## config.mk

```make
export PLATFORM = sky130hd
export DESIGN_NAME = trap_sequencer
export DESIGN_NICKNAME = d
export VERILOG_FILES = /design/src/rtl/trap_pkg.sv /design/src/rtl/trap_flush_counter.sv /design/src/rtl/trap_sequencer.sv
export SDC_FILE = /design/constraint.sdc
export NUM_CORES = 1
export LEC_CHECK = 0
export BUFFER_PORTS_ARGS = -buffer_cell sky130_fd_sc_hd__buf_2
export CORE_MARGIN = 5
export CORE_UTILIZATION = 48
export DETAILED_ROUTE_END_ITERATION = 7
export PLACE_DENSITY_LB_ADDON = 0.3
export REMOVE_ABC_BUFFERS = 1
export SETUP_SLACK_MARGIN = 0.1
export SYNTH_ARGS = -nofsm -noshare
export SYNTH_HDL_FRONTEND = slang
export SYNTH_HIERARCHICAL = 1
export SYNTH_SLANG_ARGS = --single-unit
```

## constraint.sdc

```tcl
create_clock -name clk -period 3.2 [get_ports clk]
set_input_delay 0.8 -clock clk [delete_from_list [all_inputs] [get_ports clk]]
set_output_delay 0.8 -clock clk [all_outputs]
set_load 0.1 [all_outputs]
```

## src/rtl/trap_pkg.sv

```systemverilog
// trap_pkg: shared state encoding, cause codes and cause width for the trap sequencer
package trap_pkg;
    localparam int CAUSE_W = 3;
    typedef enum logic [2:0] {
        IDLE     = 3'd0,
        FLUSH    = 3'd1,
        REDIRECT = 3'd2,
        HANDLER  = 3'd3,
        RETURN   = 3'd4,
        HALT     = 3'd5
    } state_e;
    localparam logic [CAUSE_W-1:0] NONE        = 3'd0;
    localparam logic [CAUSE_W-1:0] MEM_ACCESS  = 3'd1;
    localparam logic [CAUSE_W-1:0] ILLEGAL     = 3'd2;
    localparam logic [CAUSE_W-1:0] INST_ACCESS = 3'd3;
endpackage

```

## src/rtl/trap_flush_counter.sv

```systemverilog
// trap_flush_counter: loadable down-counter with zero flag for timing pipeline drains
module trap_flush_counter #(
    parameter int W = 4
) (
    input  logic         clk,
    input  logic         rst,
    input  logic         load_i,
    input  logic         dec_i,
    input  logic [W-1:0] val_i,
    output logic         zero_o
);
    logic [W-1:0] cnt_q, cnt_d;
    // Load wins over decrement; decrement stops at zero
    always_comb cnt_d = load_i ? val_i : (dec_i && cnt_q != '0) ? cnt_q - 1'b1 : cnt_q;
    // Count register
    always_ff @(posedge clk or posedge rst) begin
        if (rst) cnt_q <= '0;
        else     cnt_q <= cnt_d;
    end
    assign zero_o = (cnt_q == '0);
endmodule

```

## src/rtl/trap_sequencer.sv

```systemverilog
// trap_sequencer: trap capture, pipeline flush, handler redirect, mret return and double-fault halt.
// Optional TRAP_STATS_EN adds a saturating trap_count output.
module trap_sequencer #(
    parameter int XLEN         = 32,
    parameter int CAUSE_W      = trap_pkg::CAUSE_W,
    parameter int FLUSH_CYCLES = 3
) (
    input  logic               clk,
    input  logic               rst,
    input  logic               trap_req,
    input  logic [CAUSE_W-1:0] trap_cause,
    input  logic [XLEN-1:0]    trap_pc,
    input  logic [XLEN-1:0]    trap_vec,
    input  logic               mret,
    input  logic               redirect_ack,
    output logic               flush,
    output logic               stall,
    output logic               redirect_valid,
    output logic [XLEN-1:0]    redirect_pc,
    output logic [XLEN-1:0]    mepc,
    output logic [CAUSE_W-1:0] mcause,
    output logic               in_handler,
`ifdef TRAP_STATS_EN
    output logic [15:0]        trap_count,
`endif
    output logic               double_fault
);
    import trap_pkg::*;

    localparam logic [3:0] CNT_INIT = 4'(FLUSH_CYCLES - 1);

    state_e             state_q, state_d;
    logic               trap_req_q, trap_ev, cnt_zero;
    logic [XLEN-1:0]    mepc_q, mepc_d, vec_q, vec_d;
    logic [CAUSE_W-1:0] mcause_q, mcause_d;
    logic               df_q, df_d;

    assign trap_ev = trap_req & ~trap_req_q & (trap_cause != CAUSE_W'(NONE));

    trap_flush_counter #(.W(4)) u_cnt (
        .clk    (clk),
        .rst    (rst),
        .load_i (state_q == IDLE && trap_ev),
        .dec_i  (state_q == FLUSH),
        .val_i  (CNT_INIT),
        .zero_o (cnt_zero)
    );

    // Next-state and capture logic; trap beats mret in HANDLER, unknown states fall into HALT
    always_comb begin
        state_d  = state_q;
        mepc_d   = mepc_q;
        mcause_d = mcause_q;
        vec_d    = vec_q;
        df_d     = df_q;
        case (state_q)
            IDLE: if (trap_ev) begin
                mepc_d   = trap_pc;
                mcause_d = trap_cause;
                vec_d    = trap_vec;
                state_d  = FLUSH;
            end
            FLUSH:    if (cnt_zero) state_d = REDIRECT;
            REDIRECT: if (redirect_ack) state_d = HANDLER;
            HANDLER: if (trap_ev) begin
                state_d = HALT;
                df_d    = 1'b1;
            end else if (mret) state_d = RETURN;
            RETURN: if (redirect_ack) begin
                mcause_d = '0;
                state_d  = IDLE;
            end
            default: state_d = HALT;
        endcase
    end

    // State and captured trap context
    always_ff @(posedge clk or posedge rst) begin
        if (rst) begin
            state_q    <= IDLE;
            trap_req_q <= 1'b0;
            mepc_q     <= '0;
            mcause_q   <= '0;
            vec_q      <= '0;
            df_q       <= 1'b0;
        end else begin
            state_q    <= state_d;
            trap_req_q <= trap_req;
            mepc_q     <= mepc_d;
            mcause_q   <= mcause_d;
            vec_q      <= vec_d;
            df_q       <= df_d;
        end
    end

    assign flush          = (state_q == FLUSH) || (state_q == RETURN);
    assign stall          = (state_q == FLUSH) || (state_q == REDIRECT) || (state_q == RETURN) || (state_q == HALT);
    assign redirect_valid = (state_q == REDIRECT) || (state_q == RETURN);
    assign redirect_pc    = (state_q == REDIRECT) ? vec_q : (state_q == RETURN) ? mepc_q : '0;
    assign in_handler     = (state_q == HANDLER);
    assign mepc           = mepc_q;
    assign mcause         = mcause_q;
    assign double_fault   = df_q;

`ifdef TRAP_STATS_EN
    logic [15:0] trap_count_q;
    logic        trap_acc;
    assign trap_acc = trap_ev && (state_q == IDLE || state_q == HANDLER);
    // Saturating count of accepted trap events
    always_ff @(posedge clk or posedge rst) begin
        if (rst)                                   trap_count_q <= '0;
        else if (trap_acc && trap_count_q != 16'hFFFF) trap_count_q <= trap_count_q + 1'b1;
    end
    assign trap_count = trap_count_q;
`endif
endmodule
```

Word level (Yosys, flattened, before mapping)
Index checks and enable logic that the tools add are counted.
{"block": "word_totals", "reg_bits": 76, "out_inout_bits": 72, "elab_cells": 51}
{"block": "classes", "addsub": 1, "n_eq_ne": 10, "muxes": 13, "n_bitwise": 3, "n_reduce_logical": 17}
{"op": "2-to-1 mux 32 bit", "n": 2}
{"op": "2-to-1 mux 3 bit", "n": 7}
{"op": "case mux 3 bit (5 select lines)", "n": 1}
{"op": "2-to-1 mux 4 bit", "n": 2}
{"op": "inequality test 2 bit, second input constant", "n": 4}
{"op": "equality test 3 x 2 -> 1 bit, second input constant", "n": 2}
{"op": "equality test 3 bit, second input constant", "n": 2}
{"op": "case mux 3 bit (2 select lines)", "n": 1}
{"op": "logical OR 1 bit", "n": 5}
{"op": "AND reduction 5 bit", "n": 1}
{"op": "logical NOT 4 bit", "n": 1}
{"op": "AND reduction 2 bit", "n": 2}
{"op": "nonzero test 2 bit", "n": 2}
{"op": "nonzero test 4 bit", "n": 1}
{"op": "subtractor 4 x 1 -> 4 bit, second input constant", "n": 1}
{"op": "equality test 3 x 1 -> 1 bit, second input constant", "n": 1}
{"op": "logical NOT 3 bit", "n": 1}
{"op": "inequality test 3 x 2 -> 1 bit, second input constant", "n": 1}
{"op": "AND reduction 3 bit", "n": 1}
{"op": "nonzero test 3 bit", "n": 1}
{"op": "bitwise AND 1 bit", "n": 2}
{"op": "logical AND 1 bit", "n": 2}
{"op": "inverter 1 bit", "n": 1}

Longest topological paths before layout
{"block": "logic_depth", "ltp_word": 5, "ltp_mapped": 7, "mapped_depth_nobuf": 7}

Modules after synthesis
Netlist, hierarchy kept.
{"mod": "trap_sequencer", "instances": 1, "cells_each": 222, "area_each_um2": 3170.5}
{"mod": "trap_flush_counter", "instances": 1, "cells_each": 28, "area_each_um2": 256.5}

Worst setup path before layout
Ideal clock, no wire load.
{"block": "synth_timing", "kind": "reg2out", "from": "reg state_q[1]", "to": "out stall", "arrival_ps": 2221, "t_required_ps": 2400, "setup_slack_ps": 179, "path_stages_with_launch": 3, "path_buffers": 1, "path_cell_list": "dfrtp_1 > clkbuf_1 > xnor2_1"}
{"block": "synth_via", "elab_chain_cells": 4, "elab_cells_between_ends": 7}
{"item": "from (decl)", "line_no": "trap_sequencer.sv:32", "text": "state_e state_q, state_d;"}
{"item": "from (signal assigned)", "line_no": "trap_sequencer.sv:87", "text": "state_q <= state_d;"}
{"item": "equality test 3 x 1 -> 1 bit / equality test 3 x 2 -> 1 bit (equally long branches)", "line_no": "trap_sequencer.sv:97", "text": "assign stall = (state_q == FLUSH) || (state_q == REDIRECT) || (state_q == RETURN) || (state_q == HALT);"}
{"item": "logical OR 1 bit (2 in series)", "line_no": "trap_sequencer.sv:97"}
{"item": "logical OR 1 bit (*)", "line_no": "trap_sequencer.sv:97"}
{"item": "to (decl)", "line_no": "trap_sequencer.sv:17", "text": "output logic stall,"}
Every way passes the cells marked *; elsewhere a longest branch is shown, timed or not.

Worst setup path in the final report
{"block": "layout_timing", "from": "reg state_q[0]", "to": "out redirect_pc[1]"}
{"block": "layout_via", "elab_chain_cells": 3, "elab_cells_between_ends": 4}
{"item": "equality test 3 bit", "line_no": "trap_sequencer.sv:99", "text": "assign redirect_pc = (state_q == REDIRECT) ? vec_q : (state_q == RETURN) ? mepc_q : '0;"}
{"item": "2-to-1 mux 32 bit", "line_no": "trap_sequencer.sv:99"}
{"item": "2-to-1 mux 32 bit (*)", "line_no": "trap_sequencer.sv:99"}
{"item": "to (decl)", "line_no": "trap_sequencer.sv:19", "text": "output logic [XLEN-1:0] redirect_pc,"}
Marked as above.

==> reports/qor.yml <==
run_status:
  status: "complete, no violations"
yosys:
  synth.area.mux_share: 0.220
  ys_seq_area_frac: 0.555
  ys.flop_type: "dfrtp_1"
  synth_edf_count: 0
  synth_xor_area_frac: 0.00256
  synth-compound-area-share: 0.127
  synth_area_leader_cell: "dfrtp_1"
  synthSimpleGateAreaFrac: 0.0562
  postSynth.asyncResetShare: 1.00
  syn_area_sq_um: 3430
  synth_area_leaders: "dfrtp_1, mux2_2, a22o_1, mux2_1, buf_2"
  ys_ff_latch: 76
  synth_top_family_by_area: "multiplexers"
  synth.avg_cell_area_sq_um: 13.7
  synth_adder_area_share: 0.00365
  synth_top_cell_area_share: 0.555
  yosysUniqueCellTypes: 42
  yosysWarnings: 6
  netlist_instances: 250
worst_setup_path:
  required_ns: 2.40
  path_delay_family: "flip-flops"
  worstPathArrival_ns: 1.99
  reg2reg_setup_slack_ns: 1.06
  crit_path_max_fanout: 17
  worstSetupPathType: "reg2out"
  r2r-start: "state_q[0]"
  endpoint_kind: "output port"
  cp_slowest_cell: "dfrtp_1"
  reg2reg_to: "mepc[2]"
  worstRegToRegCells: 4
  cp-start-kind: "flip-flop"
  worst-path-buf-inv: 2
  crit_chain: "nor2_2 > and2_1 > buf_4 > a22o_1 > buf_12"
  critPathMaxStageDelay_ns: 0.52
place:
  postPlaceCellArea_sq_um: 4750
  port_buffers: 143
  place.gp.congestion: 0.789
  hpwl_um: 6170
floorplanning:
  start_util: 0.499
  core-area_sq_um: 6870
  pin_count: 144
  rows: 30
  chipWidth_um: 94.5
  design.die.area_sq_um: 8930
  die_y_um: 94.5
cells_and_area:
  stdcell_area_sq_um: 4950
  n_antenna_cell: 0
  final_layout_size_suffix_gt1_frac: 0.560
  n_fill_cell: 492
  multi_input_area_sq_um: 1430
  area_delta_synth_final_pct: 44.3
  seqCellArea_sq_um: 1900
  final_common_cell: "buf_2"
  mostFrequentLayoutCells: "buf_2, dfrtp_1, mux2_2, buf_12, a22o_1"
  final_nets: 470
clock_network:
  cts_buffers: 9
  cts.clk_slew.worst_paths_ns: 0.08
  htree_levels: 3
  cts_tree: "done"
  post-cts-setup-buffers: 0
  cts_hold_buf: 0
  clock_latency_ns: 0.34
  root_buffer: "clkbuf_8"
  clockBufferDepth: 2
  cts_resized: 0
  clock_sinks: 76
global_routing:
  gr-usage-all-layers: 0.199
  grt_pass1_vias: 2734
  grt-ovfl-total: 0
  grt_pass1_wl_um: 13600
  grt_max_degree: 48
  antenna_found_initial: 0
timing:
  timing.slew.headroom: 0.533
  worst_pin_slew_ns: 0.700
  max_freq_mhz: 358
  finalCritPeriodShare: 0.872
  holdWs_ns: 0.354
  fin_skew_ns: 0.00624
  finalHoldViolCount: 0
  setup_violations: 0
  rsz0062_at_grt: "false"
  fin_crit_ns: 2.79
  slew_violations: 0
job:
  drv_cap: 0
min_path:
  hold_class: "in2async"
drt:
  antenna_left: 0
  drc: 0
  drtPass1Iterations: 4
  wire_per_inst_um: 16.8
  drt_iter0_markers: 45
  routed_wl_um: 8350
  via_per_inst: 5.19
  vias: 2587
## cell families after synthesis
kind of cell    Yosys count
compound gates           54
other cells               2
flops                    76
buf+inv                  23
simple gates             26
xor+xnor                  1
mux                      67
fa+ha+maj                 1
## sequential cells by signal, indices dropped and copies added (netlist names)
signal,flops
mepc,32
u_cnt/cnt_q,4
vec_q,32
state_q,3
double_fault,1
trap_req_q,1
mcause,3
## final cells by class
type	instances	area share
Sequential cell	76	0.385
Multi-Input combinational cell	153	0.288
Timing Repair Buffer	151	0.260
Clock buffer	11	0.0266
Tap cell	96	0.0243
Clock inverter	5	0.0124
Inverter	6	0.00455
## metal layers
layer,part of all wire,track usage,up-vias,wire (um)
met4,0.013,0.0577,0,111
li1,-,-,1211,-
met2,0.52,0.340,84,4310
met3,0.082,0.0797,10,688
met1,0.39,0.231,1282,3250
met5,0,0,-,0
## cells in the mapped netlist (2+ instances only)
cell / instances
nand2b_1: 3
nand2_1: 4
mux2_2: 48
nor3b_1: 2
a21boi_0: 4
dfrtp_1: 76
a21oi_1: 4
nor2_1: 3
a31o_2: 2
or2_2: 2
clkbuf_1: 6
o21ai_0: 3
buf_2: 7
mux2_1: 19
buf_6: 2
conb_1: 2
o31a_1: 2
a22o_1: 32
inv_1: 6
## worst reg2reg max path: stages, from the launching register on
cell	delay, ns
dfrtp_1	0.52
nor2_2	0.28
nor4b_4	0.26
buf_4	0.54
mux2_2	0.43
## worst max-delay path by stage
stage | cells after the start | end | from
6_report | 5 | redirect_pc[1] | state_q[0]
5_1_grt | 5 | redirect_pc[22] | state_q[0]
4_1_cts | 5 | redirect_pc[18] | state_q[0]
3_5_place_dp | 4 | flush | state_q[1]
3_3_place_gp | 4 | flush | state_q[1]
2_1_floorplan | 4 | u_cnt/cnt_q[3] | trap_req
## metrics by stage
step | cells | worst slack (ns) | setup TNS, ns | utilization
final | 498 | 0.409 | 0 | 0.720
after global routing | 498 | 0.272 | 0 | 0.720
after CTS | 498 | 0.385 | 0 | 0.720
after detailed placement | 482 | 0.762 | 0 | 0.692
after global placement | 482 | 0.769 | 0 | 0.692
after floorplan | 235 | -0.735 | -55.30 | -
Power is left out: the tool's default activity adds up to more than one toggle a clock period on the data nets, which glitch-free logic cannot reach.
